[config.mk]
export PLATFORM = sky130hd
export DESIGN_NAME = imm_gen_pipe_flat
export DESIGN_NICKNAME = d
export VERILOG_FILES = /design/src/rtl/imm_gen_if.sv /design/src/rtl/imm_gen_pipe.sv /design/src/flat_wrapper.sv
export SDC_FILE = /design/constraint.sdc
export NUM_CORES = 1
export LEC_CHECK = 0
export ABC_AREA = 0
export CAP_MARGIN = 20
export CORE_UTILIZATION = 48
export DETAILED_ROUTE_END_ITERATION = 8
export PLACE_DENSITY = 0.8
export SETUP_SLACK_MARGIN = 0.15
export SYNTH_ARGS = -nofsm -noshare
export SYNTH_HDL_FRONTEND = slang
export SYNTH_SLANG_ARGS = --single-unit
export TNS_END_PERCENT = 1
[constraint.sdc]
create_clock -name clk -period 3.75 [get_ports clk]
set_clock_uncertainty 0.2 [all_clocks]
set_input_delay 0.9375 -clock clk [delete_from_list [all_inputs] [get_ports clk]]
set_output_delay 0.9375 -clock clk [all_outputs]
set_load 0.03 [all_outputs]
[src/rtl/imm_gen_if.sv]
// Handshake bus for the immediate generator: instruction in, decoded
// immediate out. The producer/consumer side uses master; the block uses slave.
interface imm_gen_if #(
    parameter int XLEN = 64
);
    logic            in_valid;
    logic [31:0]     in_instr;
    logic            in_ready;
    logic            out_valid;
    logic            out_ready;
    logic [XLEN-1:0] out_imm;
    logic [2:0]      out_fmt;
    logic            out_illegal;

    modport master (
        output in_valid, in_instr, out_ready,
        input  in_ready, out_valid, out_imm, out_fmt, out_illegal
    );

    modport slave (
        input  in_valid, in_instr, out_ready,
        output in_ready, out_valid, out_imm, out_fmt, out_illegal
    );
endinterface

[src/rtl/imm_gen_pipe.sv]
// RISC-V immediate generator. The instruction is decoded combinationally at
// the input and the result is written into a 2-entry output FIFO, so a
// decoded immediate appears one cycle after acceptance when the FIFO is empty.
module imm_gen_pipe #(
    parameter int XLEN     = 64,
    parameter int EN_UTYPE = 1,
    parameter int CNT_W    = 16
) (
    input  logic             clk,
    input  logic             reset,
    imm_gen_if.slave         bus,
    output logic [CNT_W-1:0] illegal_cnt
);
    localparam logic [2:0] FMT_NONE = 3'd0;
    localparam logic [2:0] FMT_I    = 3'd1;
    localparam logic [2:0] FMT_S    = 3'd2;
    localparam logic [2:0] FMT_B    = 3'd3;
    localparam logic [2:0] FMT_J    = 3'd4;
    localparam logic [2:0] FMT_U    = 3'd5;

    generate
        if (XLEN != 32 && XLEN != 64) begin : g_bad_xlen
            $error("imm_gen_pipe: XLEN must be 32 or 64");
        end
    endgenerate

    typedef struct packed {
        logic [XLEN-1:0] imm;
        logic [2:0]      fmt;
        logic            illegal;
    } entry_t;

    logic [31:0]     ins;
    logic [31:0]     imm32;
    logic [2:0]      dec_fmt;
    logic [XLEN-1:0] dec_imm;
    entry_t          dec;
    entry_t          mem [2];
    entry_t          head;
    logic            wptr, rptr;
    logic [1:0]      count;
    logic            push, pop;

    assign ins = bus.in_instr;

    // Opcode classification and 32-bit immediate assembly (U already 32 bits wide).
    always_comb begin
        imm32   = '0;
        dec_fmt = FMT_NONE;
        case (ins[6:0])
            7'b0000011, 7'b0010011, 7'b1100111: begin
                dec_fmt = FMT_I;
                imm32   = {{20{ins[31]}}, ins[31:20]};
            end
            7'b0011011: begin
                // OP-IMM-32 only exists on RV64.
                if (XLEN == 64) begin
                    dec_fmt = FMT_I;
                    imm32   = {{20{ins[31]}}, ins[31:20]};
                end
            end
            7'b0100011: begin
                dec_fmt = FMT_S;
                imm32   = {{20{ins[31]}}, ins[31:25], ins[11:7]};
            end
            7'b1100011: begin
                dec_fmt = FMT_B;
                imm32   = {{19{ins[31]}}, ins[31], ins[7], ins[30:25], ins[11:8], 1'b0};
            end
            7'b1101111: begin
                dec_fmt = FMT_J;
                imm32   = {{11{ins[31]}}, ins[31], ins[19:12], ins[20], ins[30:21], 1'b0};
            end
            7'b0110111, 7'b0010111: begin
                if (EN_UTYPE != 0) begin
                    dec_fmt = FMT_U;
                    imm32   = {ins[31:12], 12'b0};
                end
            end
            default: ;
        endcase
    end

    // Widen to XLEN; on RV32 the 32-bit value is already final.
    generate
        if (XLEN == 64) begin : g_ext64
            assign dec_imm = {{(XLEN-32){imm32[31]}}, imm32};
        end else begin : g_ext32
            assign dec_imm = imm32;
        end
    endgenerate

    assign dec.imm     = dec_imm;
    assign dec.fmt     = dec_fmt;
    assign dec.illegal = (dec_fmt == FMT_NONE);

    // Handshakes; in_ready depends only on registered occupancy.
    assign bus.in_ready  = (count < 2'd2);
    assign bus.out_valid = (count != 2'd0);
    assign push          = bus.in_valid & bus.in_ready;
    assign pop           = bus.out_valid & bus.out_ready;

    assign head            = mem[rptr];
    assign bus.out_imm     = bus.out_valid ? head.imm : '0;
    assign bus.out_fmt     = bus.out_valid ? head.fmt : FMT_NONE;
    assign bus.out_illegal = bus.out_valid & head.illegal;

    // FIFO storage; stale entries are invisible because outputs are gated by count.
    always_ff @(posedge clk) begin
        if (push) mem[wptr] <= dec;
    end

    // Pointers, occupancy and saturating illegal counter; reset wins over push/pop.
    always_ff @(posedge clk) begin
        if (reset) begin
            wptr        <= 1'b0;
            rptr        <= 1'b0;
            count       <= 2'd0;
            illegal_cnt <= '0;
        end else begin
            if (push) wptr <= ~wptr;
            if (pop)  rptr <= ~rptr;
            case ({push, pop})
                2'b10:   count <= count + 2'd1;
                2'b01:   count <= count - 2'd1;
                default: ;
            endcase
            if (pop && head.illegal && (illegal_cnt != {CNT_W{1'b1}}))
                illegal_cnt <= illegal_cnt + 1'b1;
        end
    end
endmodule
[src/flat_wrapper.sv]
// flat-port wrapper written by rule: the top's interface ports become plain ports
module imm_gen_pipe_flat 
#(
    parameter int XLEN     = 64,
    parameter int EN_UTYPE = 1,
    parameter int CNT_W    = 16
)
  (clk, reset, illegal_cnt, bus_in_valid, bus_in_instr, bus_out_ready, bus_in_ready, bus_out_valid, bus_out_imm, bus_out_fmt, bus_out_illegal);
  imm_gen_if #(.XLEN(XLEN)) bus_i ();
  input  logic clk;
  input  logic reset;
  output logic [CNT_W-1:0] illegal_cnt;
  input wire logic [$bits(bus_i.in_valid)-1:0] bus_in_valid;
  input wire logic [$bits(bus_i.in_instr)-1:0] bus_in_instr;
  input wire logic [$bits(bus_i.out_ready)-1:0] bus_out_ready;
  output wire logic [$bits(bus_i.in_ready)-1:0] bus_in_ready;
  output wire logic [$bits(bus_i.out_valid)-1:0] bus_out_valid;
  output wire logic [$bits(bus_i.out_imm)-1:0] bus_out_imm;
  output wire logic [$bits(bus_i.out_fmt)-1:0] bus_out_fmt;
  output wire logic [$bits(bus_i.out_illegal)-1:0] bus_out_illegal;
  assign bus_i.in_valid = bus_in_valid;
  assign bus_i.in_instr = bus_in_instr;
  assign bus_i.out_ready = bus_out_ready;
  assign bus_in_ready = bus_i.in_ready;
  assign bus_out_valid = bus_i.out_valid;
  assign bus_out_imm = bus_i.out_imm;
  assign bus_out_fmt = bus_i.out_fmt;
  assign bus_out_illegal = bus_i.out_illegal;
  imm_gen_pipe #(.XLEN(XLEN), .EN_UTYPE(EN_UTYPE), .CNT_W(CNT_W)) u_core (.clk(clk), .reset(reset), .bus(bus_i), .illegal_cnt(illegal_cnt));
endmodule
After elaboration in Yosys (flattened, before gate mapping)
Memories as Yosys holds them, arrays and structs flattened. A register that Yosys moved wholly into a read port is not among the register bits.
Index checks and enable logic that the tools add are counted.
{"block": "totals", "n_memories": 1, "mem_bits_rw": 136, "regBits": 20, "elab_cells": 42}
{"block": "op_classes", "n_bitwise": 5, "n_mux": 9, "add_sub_neg": 3, "n_reduce_logical": 7, "eq_ne": 12, "magnitude_cmp": 1}
{"memory": "u_core.mem", "words": 2, "word_bits": 68, "rd": 1, "rd_ports_with_merged_regs": 1, "wr": 1, "line_no": "imm_gen_pipe.sv:38", "rtl": "entry_t mem [2];"}
{"cell": "one-hot mux 32 bit (5 select lines)", "n": 1}
{"cell": "two-way mux 64 bit", "n": 1}
{"cell": "== test 7 x 5 -> 1 bit, second input constant", "n": 3}
{"cell": "== test 7 bit, second input constant", "n": 3}
{"cell": "adder 16 x 1 -> 16 bit, second input constant", "n": 1}
{"cell": "!= test 16 bit, second input constant", "n": 1}
{"cell": "one-hot mux 3 bit (5 select lines)", "n": 1}
{"cell": "== test 7 x 6 -> 1 bit, second input constant", "n": 2}
{"cell": "== test 7 x 2 -> 1 bit, second input constant", "n": 1}
{"cell": "two-way mux 1 bit", "n": 4}
{"cell": "one-hot mux 2 bit (2 select lines)", "n": 1}
{"cell": "nonzero test 2 bit", "n": 2}
{"cell": "OR reduction 4 bit", "n": 1}
{"cell": "AND 1 bit", "n": 3}
{"cell": "zero test 3 bit", "n": 1}
{"cell": "two-way mux 3 bit", "n": 1}
{"cell": "adder 2 x 1 -> 2 bit, second input constant", "n": 1}
{"cell": "== test 2 x 1 -> 1 bit, second input constant", "n": 1}
{"cell": "== test 2 bit, second input constant", "n": 1}
{"cell": "logical AND 1 bit", "n": 2}
{"cell": "less-than comparator 2 bit, second input constant", "n": 1}
{"cell": "NOT 1 bit", "n": 2}
{"cell": "OR reduction 2 bit", "n": 1}
{"cell": "subtractor 2 x 1 -> 2 bit, second input constant", "n": 1}

Longest topological paths before layout
Gate-level depths: netlist of the first run.
{"block": "logic_depth", "word_depth": 4, "ltp_mapped": 7, "mapped_depth_nobuf": 6}

Least setup slack after synthesis of the first run
Ideal clock, no wire load.
{"block": "synth_timing", "path_kind": "register to output", "from": "register (tool-made name)", "to": "output bus_out_imm[32]", "t_arrival_ns": 2.282, "required_ns": 2.612, "setup_slack_ns": 0.331, "stages_incl_launch_ff": 5, "path_buffers": 2, "cell_sequence": "dfxtp_1 -> buf_6 -> mux2i_1 -> nor2_1 -> buf_4"}
{"item": "to (decl)", "line_no": "flat_wrapper.sv:18", "rtl": "output wire logic [$bits(bus_i.out_imm)-1:0] bus_out_imm;"}

Worst setup path in the final report of the first run
{"block": "layout_timing", "from": "register u_core.count[0]", "to": "output bus_out_illegal"}
{"block": "layout_via", "elab_chain_cells": 2}
{"item": "from (decl)", "line_no": "imm_gen_pipe.sv:41", "rtl": "logic [1:0] count;"}
{"item": "from (signal assigned)", "line_no": "imm_gen_pipe.sv:124", "rtl": "2'b10: count <= count + 2'd1;"}
{"item": "from (signal assigned)", "line_no": "imm_gen_pipe.sv:125", "rtl": "2'b01: count <= count - 2'd1;"}
{"item": "nonzero test 2 bit", "line_no": "imm_gen_pipe.sv:99", "rtl": "assign bus.out_valid = (count != 2'd0);"}
{"item": "AND 1 bit", "line_no": "imm_gen_pipe.sv:106", "rtl": "assign bus.out_illegal = bus.out_valid & head.illegal;"}
{"item": "to (decl)", "line_no": "flat_wrapper.sv:20", "rtl": "output wire logic [$bits(bus_i.out_illegal)-1:0] bus_out_illegal;"}
Every way passes these cells.

==> results of run 1 <==
kinds of logic after synthesis:
logic type / count (synthesis) / share of synthesized area, %
buf+inv: 56 / 7.67
fa+ha+maj: 2 / 0.560
xor+xnor: 4 / 0.784
flops: 93 / 57.8
simple gates: 127 / 14.2
compound gates: 60 / 9.35
mux: 42 / 9.63
synthesized netlist by cell type, types with 5 or more instances:
master	n	area, um2
edfxtp_1	72	2160
nor2_1	55	206
mux2i_1	37	370
buf_4	32	240
dfxtp_1	21	420
a21o_1	19	143
a21oi_1	14	70.1
nand2_1	14	52.6
clkbuf_1	13	48.8
o31ai_1	9	67.6
and2_1	7	43.8
or4_1	7	52.6
inv_1	6	22.5
nand2b_1	6	37.5
nand3_1	6	30.0
and4_1	5	43.8
nand4_1	5	31.3
nor2b_1	5	31.3
registers in the layout, indices dropped and copies added, names as in the netlist, named ones only:
| register | cells |
|---|---|
| u_core.count | 2 |
| u_core.illegal_cnt | 16 |
| u_core.mem | 72 |
| u_core.rptr | 1 |
| u_core.wptr | 1 |
final cells by class:
cell class	instances	area, um2	share of cell area, %
Sequential cell	93	2580	44.5
Multi-Input combinational cell	235	1560	26.8
Timing Repair Buffer	132	1290	22.3
Tap cell	108	135	2.33
Clock buffer	9	124	2.13
Clock inverter	7	90.1	1.55
Inverter	6	22.5	0.388
tightest hold or removal path: cells and delay by family (launching register included):
| kind | cells | cell delay [ns] |
|---|---|---|
| AOI/OAI and AO/OA | 2 | 0.13 |
| DFF | 1 | 0.34 |
power by group:
group / switching (mW) / internal (mW) / total, mW
sequential: 0.0803 / 1.30 / 1.38
combinational: 1.17 / 0.771 / 1.94
clock: 0.377 / 0.323 / 0.700
final timing paths:
kind	to	cells after the start
worst max-delay path	bus_out_illegal	5
worst min register to register	u_core.illegal_cnt[7]$_SDFFE_PP0P_	2
worst min-delay path	u_core.illegal_cnt[7]$_SDFFE_PP0P_	2
worst max register to register	u_core.illegal_cnt[4]$_SDFFE_PP0P_	5
through the flow:
| stage | hold WS [ns] | total power [mW] | cell area, um2 |
|---|---|---|---|
| 6_report | 0.303 | 4.02 | 5810 |
| 3_5_place_dp | 0.285 | 3.36 | 5590 |
| 3_3_place_gp | 0.271 | 3.33 | 5590 |
| 5_1_grt | 0.341 | 4.20 | 5810 |
| 4_1_cts | 0.300 | 4.06 | 5810 |
| 2_1_floorplan | 0.281 | 2.74 | 4470 |
layer usage:
layer  vias to the layer above  global-route usage (%)  wire, um
met2                       122                    32.8      4520
met4                         0                    6.66        82
met5                         -                       0         0
li1                       1561                       -         -
met1                      1573                    24.7      4050
met3                         7                    4.11       538
==> impl_table.tex, run 1 <==
\begin{tabular}{lr}
\hline
Metric & Value \\
\hline
\multicolumn{2}{l}{\textbf{Routing}} \\
\quad Total detailed-routing wirelength & 9200 um \\
\quad Via count of the routed design & 3,263 \\
\quad Initial DRC Count & 111 \\
\quad Detailed-route DRC error count & 7 \\
\quad Length of the first detailed-routing pass in iterations & 8 \\
\quad Routed len/inst & 15.6 um \\
\quad ANT nets after route & 0 \\
\quad Avg Vias per Cell & 5.53 \\
\multicolumn{2}{l}{\textbf{Hold path}} \\
\quad Type of the worst min-delay path & register to register \\
\quad Hold\_sp & u\_core.illegal\_cnt[7]\$\_SDFFE\_PP0P\_ \\
\multicolumn{2}{l}{\textbf{STA}} \\
\quad Setup violators final & 0 \\
\quad Final-report max-slew violation count & 0 \\
\quad Hold Fails Final Rpt & 0 \\
\quad Clock period minus worst slack & 3.44 ns \\
\quad Worst slew margin relative to its limit & 32.9\% \\
\quad Max Freq & 291 MHz \\
\quad Transition time of the tightest slew-check pin & 1.00 ns \\
\quad Post-route fraction of the period consumed by the critical path & 91.8\% \\
\quad Final sum of negative setup slack & 0 ns \\
\quad Setup repair after global routing missed its margin & no \\
\quad Worst path setup slack after routing & 0.308 ns \\
\multicolumn{2}{l}{\textbf{Yosys}} \\
\quad Total nets after synthesis & 422 \\
\quad Primary FF master, synth & edfxtp\_1 \\
\quad Yosys reg bits & 93 \\
\quad Avg Inst Size Synth & 11.6 um2 \\
\quad Netlist cell types & 44 \\
\quad Synthesized area & 4470 um2 \\
\quad Number of flops mapped to enable cells by yosys & 72 \\
\quad Ys async rst share & 0\% \\
\quad Number of warnings reported in the yosys synthesis log & 0 \\
\quad Gate Count Post-Synth & 384 \\
\quad Fraction of the yosys area taken by sequential cells & 57.8\% \\
\multicolumn{2}{l}{\textbf{Global route}} \\
\quad Wire length of the first global-routing pass & 14,600 um \\
\quad Combined global-route utilization of all metal layers & 19.3\% \\
\quad Final global-route overflow total & 0 \\
\quad Antenna violations before repair & 0 \\
\quad Maximum number of pins on one net before global-route repair & 37 \\
\quad Vias in the first global route & 3,096 \\
\multicolumn{2}{l}{\textbf{Clock tree}} \\
\quad Clock latency on the worst-skew pair & 0.36 ns \\
\quad Clock transition at the register clock pins on the worst setup and hold paths after CTS & 0.10 ns \\
\quad Number of setup buffers added after CTS & 0 \\
\quad Clock tree from TritonCTS & yes \\
\quad Sinks on the clock net & 93 \\
\quad Number of buffers created by CTS & 9 \\
\quad Max Buffers Root-to-Sink & 2 \\
\quad Hold bufs inserted after CTS & 0 \\
\quad Number of H-tree branching levels & 3 \\
\quad Buffer cell driving the clock tree root & clkbuf\_8 \\
\quad Post-CTS Resized & 0 \\
\multicolumn{2}{l}{\textbf{Power}} \\
\quad Leakage component of the power & 2.14 nW \\
\quad Max IR drop VDD & 0.000314 V \\
\quad Pwr per Cell Area & 693 nW/um2 \\
\multicolumn{2}{l}{\textbf{Die}} \\
\quad Vertical die dimension & 98.5 um \\
\quad Top-level port count & 122 \\
\quad Standard-cell row count & 34 \\
\quad Core Box Area & 8850 um2 \\
\quad Effective utilization at floorplan & 50.5\% \\
\quad DIE AREA & 9700 um2 \\
\quad Die extent in x & 98.5 um \\
\multicolumn{2}{l}{\textbf{Cells and area}} \\
\quad Inserted Diodes & 0 \\
\quad Layout Utilization & 65.6\% \\
\quad Top library cells by usage in the layout, fill and taps aside & clkdlybuf4s50\_1 (121), edfxtp\_1 (72), nor2\_1 (52) \\
\quad Commonest non-fill, non-tap cell in the layout & clkdlybuf4s50\_1 \\
\quad Layout-stage area growth over the synthesis result & 29.9\% \\
\quad Share of cells above drive strength 1 & 7.88\% \\
\quad Number of standard cells in the final layout excluding fillers & 590 \\
\quad Final net count & 515 \\
\quad Number of fill cells & 670 \\
\multicolumn{2}{l}{\textbf{Worst setup path}} \\
\quad Max FO, Critical Path & 13 \\
\quad Required time of the worst setup path & 2.61 ns \\
\quad Stage delay of the slowest cell on the critical path & 0.59 ns \\
\quad Capturing element type of the critical path & output port \\
\quad CP startpoint & u\_core.count[0]\$\_SDFFE\_PP0P\_ \\
\quad Arrival time reported for the critical path endpoint & 2.30 ns \\
\quad Crit Path Class & register to output port \\
\quad Top delay family on crit path & buffers and inverters \\
\quad WP buf/inv & 3 \\
\quad Slowest cell on the critical path & clkdlybuf4s50\_1 \\
\quad Critical path cell sequence & nor2\_2 -> buf\_4 -> inv\_1 -> and2\_1 -> clkdlybuf4s50\_1 \\
\quad Reg2reg setup slack & 1.57 ns \\
\quad Launch point of the worst reg-to-reg path & u\_core.illegal\_cnt[0]\$\_SDFFE\_PP0P\_ \\
\quad Crit path launch type & register \\
\multicolumn{2}{l}{\textbf{Place}} \\
\quad Final RePlAce weighted congestion & 0.928 \\
\quad Detailed Place HPWL & 6470 um \\
\quad Placed cells & 574 \\
\quad IO buf count & 121 \\
\quad Placement-stage worst setup slack & 0.341 ns \\
\multicolumn{2}{l}{\textbf{Job}} \\
\quad Max cap viols & 0 \\
\multicolumn{2}{l}{\textbf{Outcome}} \\
\quad Run status & finished, violations left \\
\quad Violations in the final reports & DRC \\
\hline
\end{tabular}
(Power assumes the default switching activity.)
==> run 2: changes to the inputs <==
CORE_ASPECT_RATIO = 2   (was not set)
CTS_CLUSTER_DIAMETER = 80   (was not set)
==> impl_table.tex, run 2 (synthesis results as in run 1) <==
\begin{tabular}{lr}
\hline
Metric & Value \\
\hline
\multicolumn{2}{l}{\textbf{Outcome}} \\
\quad Run status & finished, final reports clean \\
\multicolumn{2}{l}{\textbf{Die}} \\
\quad Effective utilization at floorplan & 49.6\% (-0.92 points) \\
\quad Vertical die dimension & 138 um (+41\%) \\
\quad Standard-cell row count & 49 (+44\%) \\
\quad DIE AREA & 9720 um2 (+0.24\%) \\
\quad Top-level port count & 122 (unchanged) \\
\quad Die extent in x & 70.2 um (-29\%) \\
\quad Core Box Area & 9010 um2 (+1.9\%) \\
\multicolumn{2}{l}{\textbf{Worst setup path}} \\
\quad Critical path cell sequence & mux2i\_1 -> nor2\_2 -> buf\_4 -> clkdlybuf4s50\_1 \\
\quad Max FO, Critical Path & 33 (+20) \\
\quad Arrival time reported for the critical path endpoint & 2.19 ns (-0.11 ns) \\
\quad Required time of the worst setup path & 2.61 ns (about the same) \\
\quad Capturing element type of the critical path & output port \\
\quad Crit Path Class & register to output port \\
\quad Slowest cell on the critical path & clkdlybuf4s50\_1 \\
\quad Crit path launch type & register \\
\quad Stage delay of the slowest cell on the critical path & 0.74 ns (+0.15 ns) \\
\quad WP buf/inv & 2 (-1) \\
\quad Top delay family on crit path & buffers and inverters \\
\multicolumn{2}{l}{\textbf{Clock tree}} \\
\quad Post-CTS Resized & 0 (unchanged) \\
\quad Clock latency on the worst-skew pair & 0.34 ns (-0.02 ns) \\
\quad Max Buffers Root-to-Sink & 2 (unchanged) \\
\quad Clock tree from TritonCTS & yes \\
\quad Hold bufs inserted after CTS & 0 (unchanged) \\
\quad Number of H-tree branching levels & 3 (unchanged) \\
\quad Sinks on the clock net & 93 (unchanged) \\
\quad Number of buffers created by CTS & 9 (unchanged) \\
\quad Clock transition at the register clock pins on the worst setup and hold paths after CTS & 0.07 ns (-0.03 ns) \\
\quad Number of setup buffers added after CTS & 0 (unchanged) \\
\quad Buffer cell driving the clock tree root & clkbuf\_16 \\
\multicolumn{2}{l}{\textbf{Place}} \\
\quad Area after DPL & 5580 um2 (-0.18\%) \\
\quad Placed cells & 566 (-1.4\%) \\
\quad IO buf count & 121 (unchanged) \\
\quad Detailed Place HPWL & 6940 um (+7.1\%) \\
\quad Placement-stage worst setup slack & 0.254 ns (-0.0863 ns) \\
\quad Final RePlAce weighted congestion & 0.906 (-2.4\%) \\
\multicolumn{2}{l}{\textbf{STA}} \\
\quad Setup repair after global routing missed its margin & no \\
\quad Transition time of the tightest slew-check pin & 0.937 ns (-0.0640 ns) \\
\quad Max Freq & 301 MHz (+3.4\%) \\
\quad Setup violators final & 0 (unchanged) \\
\quad Hold Fails Final Rpt & 0 (unchanged) \\
\quad Worst path setup slack after routing & 0.423 ns (+0.115 ns) \\
\quad Final sum of negative setup slack & 0 ns (unchanged) \\
\quad Worst slew margin relative to its limit & 37.2\% (+4.3 points) \\
\quad Clock period minus worst slack & 3.33 ns (-0.115 ns) \\
\quad Post-route fraction of the period consumed by the critical path & 88.7\% (-3.1 points) \\
\quad Final-report max-slew violation count & 0 (unchanged) \\
\multicolumn{2}{l}{\textbf{Routing}} \\
\quad Via count of the routed design & 3,258 (-0.15\%) \\
\quad Detailed-route DRC error count & 0 (-7) \\
\quad Routed len/inst & 16.5 um (+5.8\%) \\
\quad Total detailed-routing wirelength & 9590 um (+4.3\%) \\
\quad Avg Vias per Cell & 5.60 (+1.2\%) \\
\quad ANT nets after route & 0 (unchanged) \\
\quad Length of the first detailed-routing pass in iterations & 4 (-4) \\
\quad Initial DRC Count & 127 (+14\%) \\
\multicolumn{2}{l}{\textbf{Global route}} \\
\quad Vias in the first global route & 3,268 (+5.6\%) \\
\quad Combined global-route utilization of all metal layers & 20.5\% (+1.2 points) \\
\quad Antenna violations before repair & 0 (unchanged) \\
\quad Maximum number of pins on one net before global-route repair & 37 (unchanged) \\
\quad Final global-route overflow total & 0 (unchanged) \\
\quad Wire length of the first global-routing pass & 15,600 um (+7.3\%) \\
\multicolumn{2}{l}{\textbf{Hold path}} \\
\quad Type of the worst min-delay path & register to register \\
\quad Hold\_sp & u\_core.illegal\_cnt[14]\$\_SDFFE\_PP0P\_ \\
\multicolumn{2}{l}{\textbf{Cells and area}} \\
\quad Top library cells by usage in the layout, fill and taps aside & clkdlybuf4s50\_1 (121), edfxtp\_1 (72), nor2\_1 (52) \\
\quad Final net count & 513 (-0.39\%) \\
\quad Share of cells above drive strength 1 & 7.50\% (-0.38 points) \\
\quad Layout-stage area growth over the synthesis result & 32.7\% \\
\quad Largest registers & u\_core.mem: 72 flops, u\_core.illegal\_cnt: 16 flops, u\_core.count: 2 flops \\
\quad Final instance area & 5930 um2 (+2.1\%) \\
\quad Commonest non-fill, non-tap cell in the layout & clkdlybuf4s50\_1 \\
\quad Largest register by flop count & u\_core.mem \\
\quad Number of standard cells in the final layout excluding fillers & 582 (-1.4\%) \\
\quad Inserted Diodes & 0 (unchanged) \\
\quad Flip-flop count of the largest register after layout & 72 (unchanged) \\
\multicolumn{2}{l}{\textbf{Power}} \\
\quad Leakage component of the power & 2.19 nW (+2.4\%) \\
\quad Max IR drop VDD & 0.000382 V (+21\%) \\
\quad Pwr per Cell Area & 737 nW/um2 (+6.4\%) \\
\multicolumn{2}{l}{\textbf{Job}} \\
\quad Max cap viols & 0 (unchanged) \\
\hline
\end{tabular}
==> run 2: changes by cell type in the layout (fill, tap and decap cells not counted), moves of 2 or more <==
cell / delta
buf_4: -3
bufinv_16: +2
clkbuf_16: +9
clkbuf_8: -9
clkinv_4: -2
==> run 2: where the power goes <==
part           switching, mW  internal, mW  total, mW
combinational           1.18         0.772       1.95
sequential            0.0836          1.30       1.39
clock                  0.377         0.654       1.03
total                   1.64          2.73       4.37
==> run 2: final cells by class <==
cell class / instances / area (um2)
clock buffer: 9 / 225
inverter: 6 / 22.5
fill: 669 / 3090
timing repair buffer: 130 / 1290
multi-input combinational: 235 / 1560
tap: 102 / 128
sequential: 93 / 2580
clock inverter: 7 / 120
==> run 2: through the flow <==
| stage | power, mW | utilization [%] | hold WS (ns) |
|---|---|---|---|
| floorplan | 2.74 | - | 0.281 |
| global placement | 3.34 | 61.9 | 0.271 |
| detailed placement | 3.37 | 61.9 | 0.290 |
| CTS | 4.41 | 65.8 | 0.299 |
| global route | 4.55 | 65.8 | 0.313 |
| finish | 4.37 | 65.8 | 0.304 |
==> run 2: final timing paths <==
kind | end | slack, ns | cells past startpoint
setup / recovery | bus_out_imm[61] | 0.42 | 4
hold / removal | u_core.illegal_cnt[14]$_SDFFE_PP0P_ | 0.30 | 2
hold reg to reg | u_core.illegal_cnt[14]$_SDFFE_PP0P_ | 0.30 | 2
setup reg to reg | u_core.illegal_cnt[15]$_SDFFE_PP0P_ | 1.50 | 4
==> run 2: worst reg2reg max path: stages, from the launching register on <==
cell and delay (ns):
dfxtp_2 0.58, mux2_4 0.27, nand4_1 0.34, nor4_1 0.41, mux2_2 0.36
==> run 2: metal layers <==
| layer | routed length (um) | global-route usage (%) | share of wire [%] |
|---|---|---|---|
| met1 | 3480 | 20.4 | 36 |
| met2 | 5480 | 39.4 | 57 |
| met3 | 460 | 4.66 | 4.8 |
| met4 | 179 | 8.21 | 1.9 |
| met5 | 0 | 0 | 0 |
==> patch: new RTL, settings of run 2 <==
`EN_UTYPE` is set to 1 in 2 places; all go to 0.
--- a/src/rtl/imm_gen_pipe.sv
+++ b/src/rtl/imm_gen_pipe.sv
@@ -3,7 +3,7 @@
 // decoded immediate appears one cycle after acceptance when the FIFO is empty.
 module imm_gen_pipe #(
     parameter int XLEN     = 64,
-    parameter int EN_UTYPE = 1,
+    parameter int EN_UTYPE = 0,
     parameter int CNT_W    = 16
 ) (
     input  logic             clk,
--- a/src/flat_wrapper.sv
+++ b/src/flat_wrapper.sv
@@ -2,7 +2,7 @@
 module imm_gen_pipe_flat 
 #(
     parameter int XLEN     = 64,
-    parameter int EN_UTYPE = 1,
+    parameter int EN_UTYPE = 0,
     parameter int CNT_W    = 16
 )
   (clk, reset, illegal_cnt, bus_in_valid, bus_in_instr, bus_out_ready, bus_in_ready, bus_out_valid, bus_out_imm, bus_out_fmt, bus_out_illegal);
Function: changed (Yosys sat finds a counterexample within 4 cycles, from zero or initial values and one cycle with reset high).
==> patch against run 2 <==
- sequential cell count shrank 22
- final area down 19%
- via count decreased by 19%
- synthesized area is 20% lower
- wire length is 20% lower
- register-to-register slack worse by 0.18 ns
- total power shrank 17%
- worst setup slack improved by 0.067 ns
==> patch: results (changes against run 2) <==
Synth cell count leaders = edfxtp_1 (50), buf_4 (44), nor2_1 (35)
Crit-path leading delay family = buffers and inverters
Outcome = finished, final reports clean
Synth cell types = 45 (+2.3%)
Post-synth top flop = edfxtp_1
Slew @ Worst Pin = 0.819 ns (-0.118 ns)
Nets = 445 (-13%)
Placed inst area = 4480 sq um (-20%)
Grt met3 use = 5.13% (+0.46 points)
Met1 Use GR = 18.3% (-2.1 points)
CTS clk-pin slew, worst paths = 0.05 ns (-0.02 ns)
Critical Path Max Stage Delay = 0.69 ns (-0.05 ns)
Final std cells w/o fill = 503 (-14%)
Post-synth EDFFs = 50 (-31%)
R2r endpoint = u_core.illegal_cnt[13]
Post-DP HPWL = 5750 um (-17%)
Flop2flop setup slack = 1.32 ns (-0.18 ns)
First-pass GRT wire length = 11800 um (-24%)
Post-synthesis net count = 360 (-15%)
Via count = 2634 (-19%)
Drt pass-1 iters = 6 (+2)
CP Data Arrival Time = 2.12 ns (-0.07 ns)
Worst vdd ir = 0.000585 V (+53%)
Met2 Use GR = 40.0% (+0.54 points)
Placed Cells = 487 (-14%)
Top post-synthesis cells by area = edfxtp_1 (42%), dfxtp_1 (12%), buf_4 (9.2%)
GP Congestion = 0.804 (-11%)
First-iteration detailed-routing DRC count = 110 (-13%)
R2R cell count = 5 (+1)
Sequential area share after synthesis = 53.8% (-4.0 points)
Vias in the first global route = 2611 (-20%)
GRT Overall Usage = 20.3% (-0.28 points)
Wire length per cell = 15.2 um (-7.7%)
Worst slack, placed = 0.683 ns (+0.429 ns)
Largest net degree at the start of global routing = 45 (+22%)
patch: where the power goes:
part	internal (mW)	leakage (nW)	switching (mW)	total [mW]
combinational	0.629	0.973	1.08	1.71
sequential	0.978	0.655	0.0590	1.04
clock	0.576	0.151	0.299	0.875
patch: cells by family (layout without fill, tap and decap cells):
logic type | count (synthesis) | after routing | share of synthesized area (%)
DFF | 71 | 71 | 53.8
adders and majority gates | 2 | 2 | 0.700
and+or+nand+nor | 101 | 101 | 15.3
AOI/OAI and AO/OA | 57 | 57 | 10.7
muxes | 27 | 27 | 7.63
buffers and inverters | 60 | 149 | 11.0
xor gates and xnor gates | 4 | 4 | 0.980
patch: final cells by class:
class / instances / share of cell area, %
sequential: 71 / 40.0
timing repair buffer: 129 / 24.2
clock buffer: 9 / 4.69
tap: 92 / 2.40
clock inverter: 6 / 1.80
inverter: 5 / 0.391
multi-input combinational: 191 / 26.5
patch: worst max path at each step:
stage / from / to / slack (ns) / cells past startpoint
after global placement: bus_in_instr[6] / u_core.mem[0][6] / 0.74 / 4
after CTS: flip-flop / bus_out_imm[15] / 0.44 / 4
after floorplan: flip-flop / bus_out_imm[21] / 0.56 / 5
final: flip-flop / bus_out_fmt[1] / 0.49 / 4
after global routing: u_core.count[0] / bus_out_imm[59] / 0.31 / 4
after detailed placement: bus_in_instr[6] / u_core.mem[0][6] / 0.68 / 4
patch: tightest hold or removal path, cell delays in order (launching register included):
cell and delay [ns]:
dfxtp_1 0.33, o31ai_1 0.07, a21oi_1 0.06
patch: routing by layer:
layer	vias to the layer above	part of all wire, %	routed length, um
met3	11	3.1	234
met1	1231	35	2700
met5	-	0	0
met4	0	2.0	154
li1	1316	-	-
met2	76	60	4560
